**src/rtl/mini_cpu_pkg.sv**
```systemverilog
// Shared MiniCPU definitions: decoder opcodes, sequencer control opcodes
// and the sequencer state encoding.
package mini_cpu_pkg;

   localparam logic [3:0] OP_CLR        = 4'd0;
   localparam logic [3:0] OP_MOV_R1     = 4'd1;
   localparam logic [3:0] OP_MOV_R2     = 4'd2;
   localparam logic [3:0] OP_MOV_OUT_R2 = 4'd3;
   localparam logic [3:0] OP_ADD        = 4'd4;
   localparam logic [3:0] OP_SHL        = 4'd5;
   localparam logic [3:0] OP_SHR        = 4'd6;
   localparam logic [3:0] OP_AND        = 4'd7;
   localparam logic [3:0] OP_ORR        = 4'd8;
   localparam logic [3:0] OP_CMP        = 4'd9;

   localparam logic [3:0] NOP_OP  = 4'hF;
   localparam logic [3:0] HALT_OP = 4'hE;

   typedef enum logic [1:0] {
      ST_IDLE  = 2'd0,
      ST_FETCH = 2'd1,
      ST_EXEC  = 2'd2,
      ST_DONE  = 2'd3
   } seq_state_t;

endpackage

```
**src/rtl/mini_cpu_prog_ram.sv**
```systemverilog
// Program store for the sequencer: one synchronous write port and one
// synchronous, enabled read port.
module mini_cpu_prog_ram #(
   parameter int DEPTH = 16,
   parameter int AW    = 4,
   parameter int W     = 12
) (
   input  logic          clk,
   input  logic          wr_en,
   input  logic [AW-1:0] wr_addr,
   input  logic [W-1:0]  wr_data,
   input  logic          rd_en,
   input  logic [AW-1:0] rd_addr,
   output logic [W-1:0]  rd_data
);

   logic [W-1:0] mem [DEPTH];

   // NOTE: no reset here on purpose; a resettable array cannot map onto RAM
   // macros, and the program survives a sequencer reset.
   always_ff @(posedge clk) begin
      if (wr_en) mem[wr_addr] <= wr_data;
      if (rd_en) rd_data <= mem[rd_addr];
   end

endmodule

```
**src/rtl/mini_cpu_sequencer.sv**
```systemverilog
// MiniCPU program sequencer: fetches {opcode, immediate} words from the
// program RAM and presents one instruction at a time to the decoder.
module mini_cpu_sequencer
   import mini_cpu_pkg::*;
#(
   parameter int DEPTH = 16,
   parameter int AW    = 4
) (
   input  logic          clk,
   input  logic          rst,
   input  logic          wr_en,
   input  logic [AW-1:0] wr_addr,
   input  logic [3:0]    wr_op,
   input  logic [7:0]    wr_imm,
   input  logic [AW:0]   prog_len,
   input  logic          start,
   input  logic          abort,
   input  logic          stall,
   output logic [3:0]    instruction,
   output logic [7:0]    imm,
   output logic          instr_valid,
   output logic [AW-1:0] pc,
   output logic          busy,
   output logic          done
);

   seq_state_t    state, state_nxt;
   logic [AW:0]   len;
   logic [AW:0]   len_clamped;
   logic [11:0]   rd_data;
   logic [3:0]    rd_op;
   logic [7:0]    rd_imm;
   logic          is_halt;
   logic          is_last;
   logic          advance;

   mini_cpu_prog_ram #(.DEPTH(DEPTH), .AW(AW), .W(12)) u_ram (
      .clk     (clk),
      .wr_en   (wr_en && state == ST_IDLE),
      .wr_addr (wr_addr),
      .wr_data ({wr_op, wr_imm}),
      .rd_en   (state == ST_FETCH),
      .rd_addr (pc),
      .rd_data (rd_data)
   );

   assign rd_op       = rd_data[11:8];
   assign rd_imm      = rd_data[7:0];
   assign is_halt     = (rd_op == HALT_OP);
   assign is_last     = (({1'b0, pc} + (AW+1)'(1)) == len);
   assign len_clamped = (prog_len > (AW+1)'(DEPTH)) ? (AW+1)'(DEPTH) : prog_len;
   assign advance     = (state == ST_EXEC) && !abort && !is_halt && !stall && !is_last;

   always_ff @(posedge clk) begin
      if (rst) state <= ST_IDLE;
      else     state <= state_nxt;
   end

   always_comb begin
      state_nxt = state;
      unique case (state)
         ST_IDLE:  if (start) state_nxt = (prog_len == '0) ? ST_DONE : ST_FETCH;
         ST_FETCH: state_nxt = ST_EXEC;
         ST_EXEC: begin
            if (is_halt)     state_nxt = ST_DONE;
            else if (!stall) state_nxt = is_last ? ST_DONE : ST_FETCH;
         end
         ST_DONE:  state_nxt = ST_IDLE;
         default:  state_nxt = ST_IDLE;
      endcase
      // Abort overrides every other transition once a run is in progress.
      if (abort && state != ST_IDLE) state_nxt = ST_IDLE;
   end

   always_ff @(posedge clk) begin
      if (rst) begin
         pc  <= '0;
         len <= '0;
      end else if (state == ST_IDLE && start) begin
         pc  <= '0;
         len <= len_clamped;
      end else if (advance) begin
         pc  <= pc + AW'(1);
      end
   end

   // Anything not issued shows NOP so the decoder never acts on stale data.
   always_comb begin
      instr_valid = (state == ST_EXEC) && !is_halt && !abort;
      instruction = instr_valid ? rd_op : NOP_OP;
      imm         = instr_valid ? rd_imm : 8'h00;
      busy        = (state != ST_IDLE);
      done        = (state == ST_DONE) && !abort;
   end

endmodule

```
**config.mk**
```make
export PLATFORM = sky130hd
export DESIGN_NAME = mini_cpu_sequencer
export DESIGN_NICKNAME = d
export VERILOG_FILES = /design/src/rtl/mini_cpu_pkg.sv /design/src/rtl/mini_cpu_prog_ram.sv /design/src/rtl/mini_cpu_sequencer.sv
export SDC_FILE = /design/constraint.sdc
export NUM_CORES = 1
export LEC_CHECK = 0
export BUFFER_PORTS_ARGS = -buffer_cell sky130_fd_sc_hd__buf_2
export CORE_ASPECT_RATIO = 1.1
export CORE_MARGIN = 4
export CORE_UTILIZATION = 45
export DETAILED_ROUTE_END_ITERATION = 12
export GPL_ROUTABILITY_DRIVEN = 0
export SETUP_SLACK_MARGIN = 0.05
export SLEW_MARGIN = 20
export SYNTH_ARGS = -nofsm -noshare
export SYNTH_HDL_FRONTEND = slang
export SYNTH_HIERARCHICAL = 1
export SYNTH_SLANG_ARGS = --single-unit
export TNS_END_PERCENT = 30
```
**constraint.sdc**
```tcl
create_clock -name clk -period 2.9 [get_ports clk]
set_input_delay 0.58 -clock clk [delete_from_list [all_inputs] [get_ports clk]]
set_output_delay 0.58 -clock clk [all_outputs]
set_load 0.01 [all_outputs]
```
# ---- Word-level counts from Yosys, hierarchy flattened
# Memory sizes are Yosys's and may differ from the RTL's. A register that Yosys moved wholly into a read port is not among the register bits.
# Index checks and enable logic that the tools add are counted.
dict set report totals {
  reg_bits 11
  latchBits 0
  mem_bits_rw 192
  rom_bits 0
  out_inout_bits 19
  wordCells 45
  memories 1
}
dict set report classes {
  n_addsub 2
  multipliers 0
  div_mod_pow 0
  magnitude_cmp 1
  n_eq_ne 7
  n_shift 0
  mux 11
  n_bitwise 0
  reduce_logical 20
}
# name words width rd rd_clocked_by_memory_dff wr line
set mem_list {}
lappend mem_list {u_ram.mem 16 12 1 1 1 mini_cpu_prog_ram.sv:17} ;# logic [W-1:0] mem [DEPTH];
# cell count
set ops {}
lappend ops {{1-bit logical AND} 10}
lappend ops {{2-bit 2-to-1 mux} 5}
lappend ops {{8-bit 2-to-1 mux} 1}
lappend ops {{2-bit case mux with 4 select lines} 1}
lappend ops {{4-bit by 1-bit adder with 5-bit output, second input constant} 1}
lappend ops {{5-bit == test} 1}
lappend ops {{5-bit greater-than comparator, second input constant} 1}
lappend ops {{5-bit zero test} 1}
lappend ops {{5-bit 2-to-1 mux} 1}
lappend ops {{4-bit by 1-bit adder with 4-bit output, second input constant} 1}
lappend ops {{2-bit == test, second input constant} 2}
lappend ops {{4-bit == test, second input constant} 1}
lappend ops {{1-bit zero test} 4}
lappend ops {{4-bit 2-to-1 mux} 1}
lappend ops {{2-bit OR reduction} 2}
lappend ops {{3-bit != test, second input constant} 1}
lappend ops {{2-bit by 1-bit == test with 1-bit output, second input constant} 1}
lappend ops {{2-bit zero test} 1}
lappend ops {{1-bit 2-to-1 mux} 2}
lappend ops {{2-bit != test, second input constant} 1}
lappend ops {{2-bit AND reduction} 1}
lappend ops {{2-bit nonzero test} 1}

# ---- Depth between registers and ports, before layout
dict set report logic_depth {
  word_depth 6
  mapped_depth 7
}

# ---- Hierarchy
# Netlist, hierarchy kept.
# module n_inst cells_per_inst area_per_inst_um2 seq_area_each_um2
set modules_own_cells {}
lappend modules_own_cells {mini_cpu_prog_ram 1 329 7719.9 6125.9}
lappend modules_own_cells {mini_cpu_sequencer 1 97 794.5 220.2}

# ---- Least setup slack after synthesis
# Ideal clock, no wire load.
dict set report synth_path {
  path_type {input port to flip-flop}
  start {in wr_en}
  end {mem u_ram.mem[0][0], enable pin}
  setup_time_ns 0.396
  arrival_ns 2.053
  required_ns 2.504
  setup_slack_ns 0.451
  stages 3
  path_buffers 0
  cell_sequence {and3_1 or3b_1 nor3_1}
}
dict set report synth_between {
  elab_chain_len 3
}
# element line
set synth_lines {}
lappend synth_lines {{from (decl)} mini_cpu_sequencer.sv:11} ;# input logic wr_en,
lappend synth_lines {{1-bit logical AND} mini_cpu_sequencer.sv:39} ;# .wr_en (wr_en && state == ST_IDLE),
lappend synth_lines {{1-bit 2-to-1 mux} mini_cpu_prog_ram.sv:22} ;# if (wr_en) mem[wr_addr] <= wr_data;
lappend synth_lines {{1-bit 2-to-1 mux (not written as such)} mini_cpu_prog_ram.sv:22}
lappend synth_lines {{to (decl)} mini_cpu_prog_ram.sv:17}
# No other way between the ends.

# ---- Worst setup path in the final report
dict set report layout_path {
  start {reg u_ram.rd_data[9] (read register of u_ram.mem)}
  end {out instruction[0]}
}
dict set report layout_between {
  elab_chain_len 5
}
# element line
set layout_lines {}
lappend layout_lines {{from (decl)} mini_cpu_prog_ram.sv:14} ;# output logic [W-1:0] rd_data
lappend layout_lines {{4-bit == test} mini_cpu_sequencer.sv:49} ;# assign is_halt = (rd_op == HALT_OP);
lappend layout_lines {{1-bit zero test} mini_cpu_sequencer.sv:89} ;# instr_valid = (state == ST_EXEC) && !is_halt && !abort;
lappend layout_lines {{1-bit logical AND (2 in series)} mini_cpu_sequencer.sv:89}
lappend layout_lines {{4-bit 2-to-1 mux} mini_cpu_sequencer.sv:90} ;# instruction = instr_valid ? rd_op : NOP_OP;
lappend layout_lines {{to (decl)} mini_cpu_sequencer.sv:19} ;# output logic [3:0] instruction,
# No other way between the ends.

==> summary.md <==
| Metric | Value |
|---|---|
| Status | finished, final reports clean |
| Number of buffers inserted to repair setup after CTS | 0 |
| Worst Setup Path Type | register to primary output |
| Finished Layout Cells | around 760 |
| Cell Area, Synth | approximately 0.0085 sq mm |
| CP required | between 2 and 2.5 ns |
| Hold Worst Slack | roughly 0.36 ns |
| Reg-to-reg critical path endpoint | u_ram/rd_data[6] |
| Overall die height | about 150 um |
| Top cells by area, synth | edfxtp_1 72%, mux4_2 8.7%, mux4_1 4.6% |
| Synthesized instance count | ~430 |
| Reg-to-reg slack, setup | about 0.74 ns |
| Critical register-to-register path startpoint | pc[0] |
| Post-route clock period utilization | 0.867 |
| Top-Level Pins | 46 |
| Number of buffers on the longest clock path | 3 |
| Commonest cells in the synthesized netlist | 204 x edfxtp_1, 33 x mux4_2, 24 x a22oi_1 |
| Fraction of synthesized cell area taken by the top area cell type | 0.719 |
| Initial DRC count | about 350 |
| Crit-path max FO | 11 |
| Hold path cells | 2 |
| Share of the yosys chip area belonging to registers | 0.745 |
| Instance area after placement | between 0.009 and 0.01 sq mm |
| Setup_tns | 0 ns |
| Fraction of final layout cells with drive strength greater than 1 | 0.275 |
| Worst slew margin | 0.538 |
| Final net count | ~530 |
| Clock slew seen by the registers of the worst setup and hold paths | about 0.060 ns |
| Count of input and output buffers | 45 |
| Total number of clock tree sinks | about 220 |
| Total core area | between 0.015 and 0.02 sq mm |
| Via count of the first global-routing pass | around 4500 |
| Cell variety after synth | 38 |
| Antenna cells | 0 |
| Cell count after placement | 719 |
| Clk_skew | 0.0110 ns |
| Area of the die | 0.0212 sq mm |
| Worst path max stage delay | 0.46 ns |
| First-pass DRT Iterations | 4 |
| Detail Route Antenna Nets | 0 |
| First-pass GRT wire length | 27900 um |
| Via density per instance | between 5 and 6 |
| Post-route cell area | around 0.0099 sq mm |
| Post-synth EDFFs | ~200 |
| Clock period minus final worst setup slack | ~2.5 ns |
| Number of rows created at floorplan | 52 |
| R2R cell count | 4 |
| Maximum number of pins on one net before global-route repair | 43 |
| Mapped Avg Cell Area | ~20 sq um |
| Most used flip-flop cell after synthesis | edfxtp_1 |
| Number of hold violations in the final report | 0 |
| Kind of path behind the tightest hold check | input port to register |
| GRT Util Overall | 0.175 |
| Wire length after detailed routing | 18600 um |
| Max Slew Vio Count | 0 |
| WL/cell | ~25 um |
| Total power consumption of the routed design | ~6.5 mW |
| Post-CTS Resized | 0 |
| Post-synthesis async set-or-reset flop share | 0 |
| Worst supply voltage drop on vdd | 0.444 mV |
| GRT Residual Overflow | 0 |
| Unrepaired setup endpoints after global routing | false |
| Data arrival time at the worst-slack endpoint | 1.93 ns |
| Total number of vias | 4339 |
| Die X-Extent | ~140 um |
| Startpoint of the most critical hold path | rst |
| Layout-stage area growth over the synthesis result | 16.4% |
| Critical path capture point type | primary output |
| Hold-fix buffers, CTS | 0 |
| Clock tree from TritonCTS | built |
| HPWL Detailed | 11400 um |
| Number of warnings printed during yosys synthesis | 6 |
| Effective utilization at floorplan | 0.461 |
| Worst-path cell chain | nand4b_1 > and2_1 > nand2b_1 > buf_2 |
| Post-synth net total | 454 |
| Cell taking the most area after synthesis | edfxtp_1 |
| P_leak | 3.27 nW |
| Kind of launch point of the worst setup path | register |
| Count leader, synth | edfxtp_1 |
| PD cells | 656 mW/mm^2 |
| Slew of the pin with the lowest slew margin | between 0.6 and 0.7 ns |
| Worst path slowest cell | nand4b_1 |
| H-tree levels | 1 |
| Flip-flop and latch count after synthesis | about 220 |
| Clock buffers created by TritonCTS | 23 |
| Fmax | between 300 and 400 MHz |
| MaxCap Viol Count | 0 |
| # DRC | 0 |
| Initial antenna violation count | 0 |
| Root Driver | clkbuf_16 |
| Number of failing setup endpoints in the final timing report | 0 |
| Hold worst-path end | len[3] |
| Clock latency reported for the late side of the worst-skew pair | 0.50 ns |
## critical path: cells and delay by family (launching register included)
kind | cells | cell delay, ns
AND/OR/NAND/NOR | 3 | 0.89
flip-flops | 1 | 0.43
buffers and inverters | 1 | 0.13
## per-stage QoR
step | utilization | setup WS (ns)
global route | 0.536 | 0.246
CTS | 0.536 | 0.365
finish | 0.536 | 0.387
detailed placement | 0.496 | 0.739
global placement | 0.496 | 0.765
floorplan | - | 0.451
## logic make-up (layout without fill, tap and decap cells)
family | count (synthesis) | count (layout) | synth area share
flops | 215 | 215 | 0.745
simple gates | 95 | 95 | 0.0598
mux | 52 | 52 | 0.138
compound gates | 37 | 37 | 0.0350
buf+inv | 21 | 111 | 0.0150
xor+xnor | 5 | 5 | 0.00514
fa+ha+maj | 1 | 1 | 0.00147
## state kept, by name (all words and copies together), names as in the netlist
register / count
pc: 4
state: 2
u_ram/rd_data: 12
len: 5
u_ram/mem: 192
## cells in the final DEF (no fill, tap or decap), drive strengths merged, types with 2 or more instances in the layout
cell type | netlist | final
nand3 | 4 | 4
nand2b | 10 | 10
xor2 | 2 | 2
nor2b | 3 | 3
or3b | 3 | 3
edfxtp | 204 | 204
dfxtp | 11 | 11
nand4b | 2 | 2
mux2i | 4 | 4
buf | 9 | 69
mux4 | 48 | 48
a21oi | 7 | 7
and2b | 2 | 2
nor3 | 7 | 7
xnor2 | 3 | 3
inv | 2 | 2
nor2 | 21 | 21
clkbuf | 10 | 31
nand3b | 3 | 3
nor3b | 6 | 6
nand2 | 22 | 22
bufinv | 0 | 4
clkinv | 0 | 5
and2 | 2 | 2
and3 | 9 | 9
a22oi | 24 | 24
## worst max path at each step
| stage | start | endpoint | cells after the start |
|---|---|---|---|
| detailed placement | wr_en | u_ram/mem[15][4] | 5 |
| floorplan | wr_en | u_ram/mem[0][0] | 3 |
| global placement | wr_en | u_ram/mem[15][11] | 5 |
| finish | u_ram/rd_data[9] | instruction[0] | 4 |
| CTS | u_ram/rd_data[9] | instruction[0] | 4 |
| global route | u_ram/rd_data[8] | instruction[0] | 4 |
## cell type report
class / instances / area [sq um]
Multi-Input combinational cell: 190 / 2060
Clock buffer: 31 / 606
Inverter: 2 / 7.51
Clock inverter: 9 / 140
Fill cell: 1447 / 8570
Sequential cell: 215 / 6350
Tap cell: 243 / 304
Timing Repair Buffer: 69 / 443
## routing by layer
layer | track usage | part of all wire | wire length (um) | vias up
met5 | 0 | 0 | 0 | -
met4 | 0.0410 | 0.014 | 267 | 0
met3 | 0.0311 | 0.058 | 1080 | 22
met2 | 0.299 | 0.51 | 9590 | 141
met1 | 0.236 | 0.41 | 7700 | 2267
li1 | - | - | - | 1909
## where the power goes
part           switching (mW)  total (mW)  leakage (nW)  internal, mW
sequential             0.0133        3.45          1.93          3.44
clock                    1.09        2.90         0.360          1.81
combinational           0.109       0.158         0.977        0.0489
total                    1.21        6.51          3.27          5.30
Power figures use the tool's default switching activity.
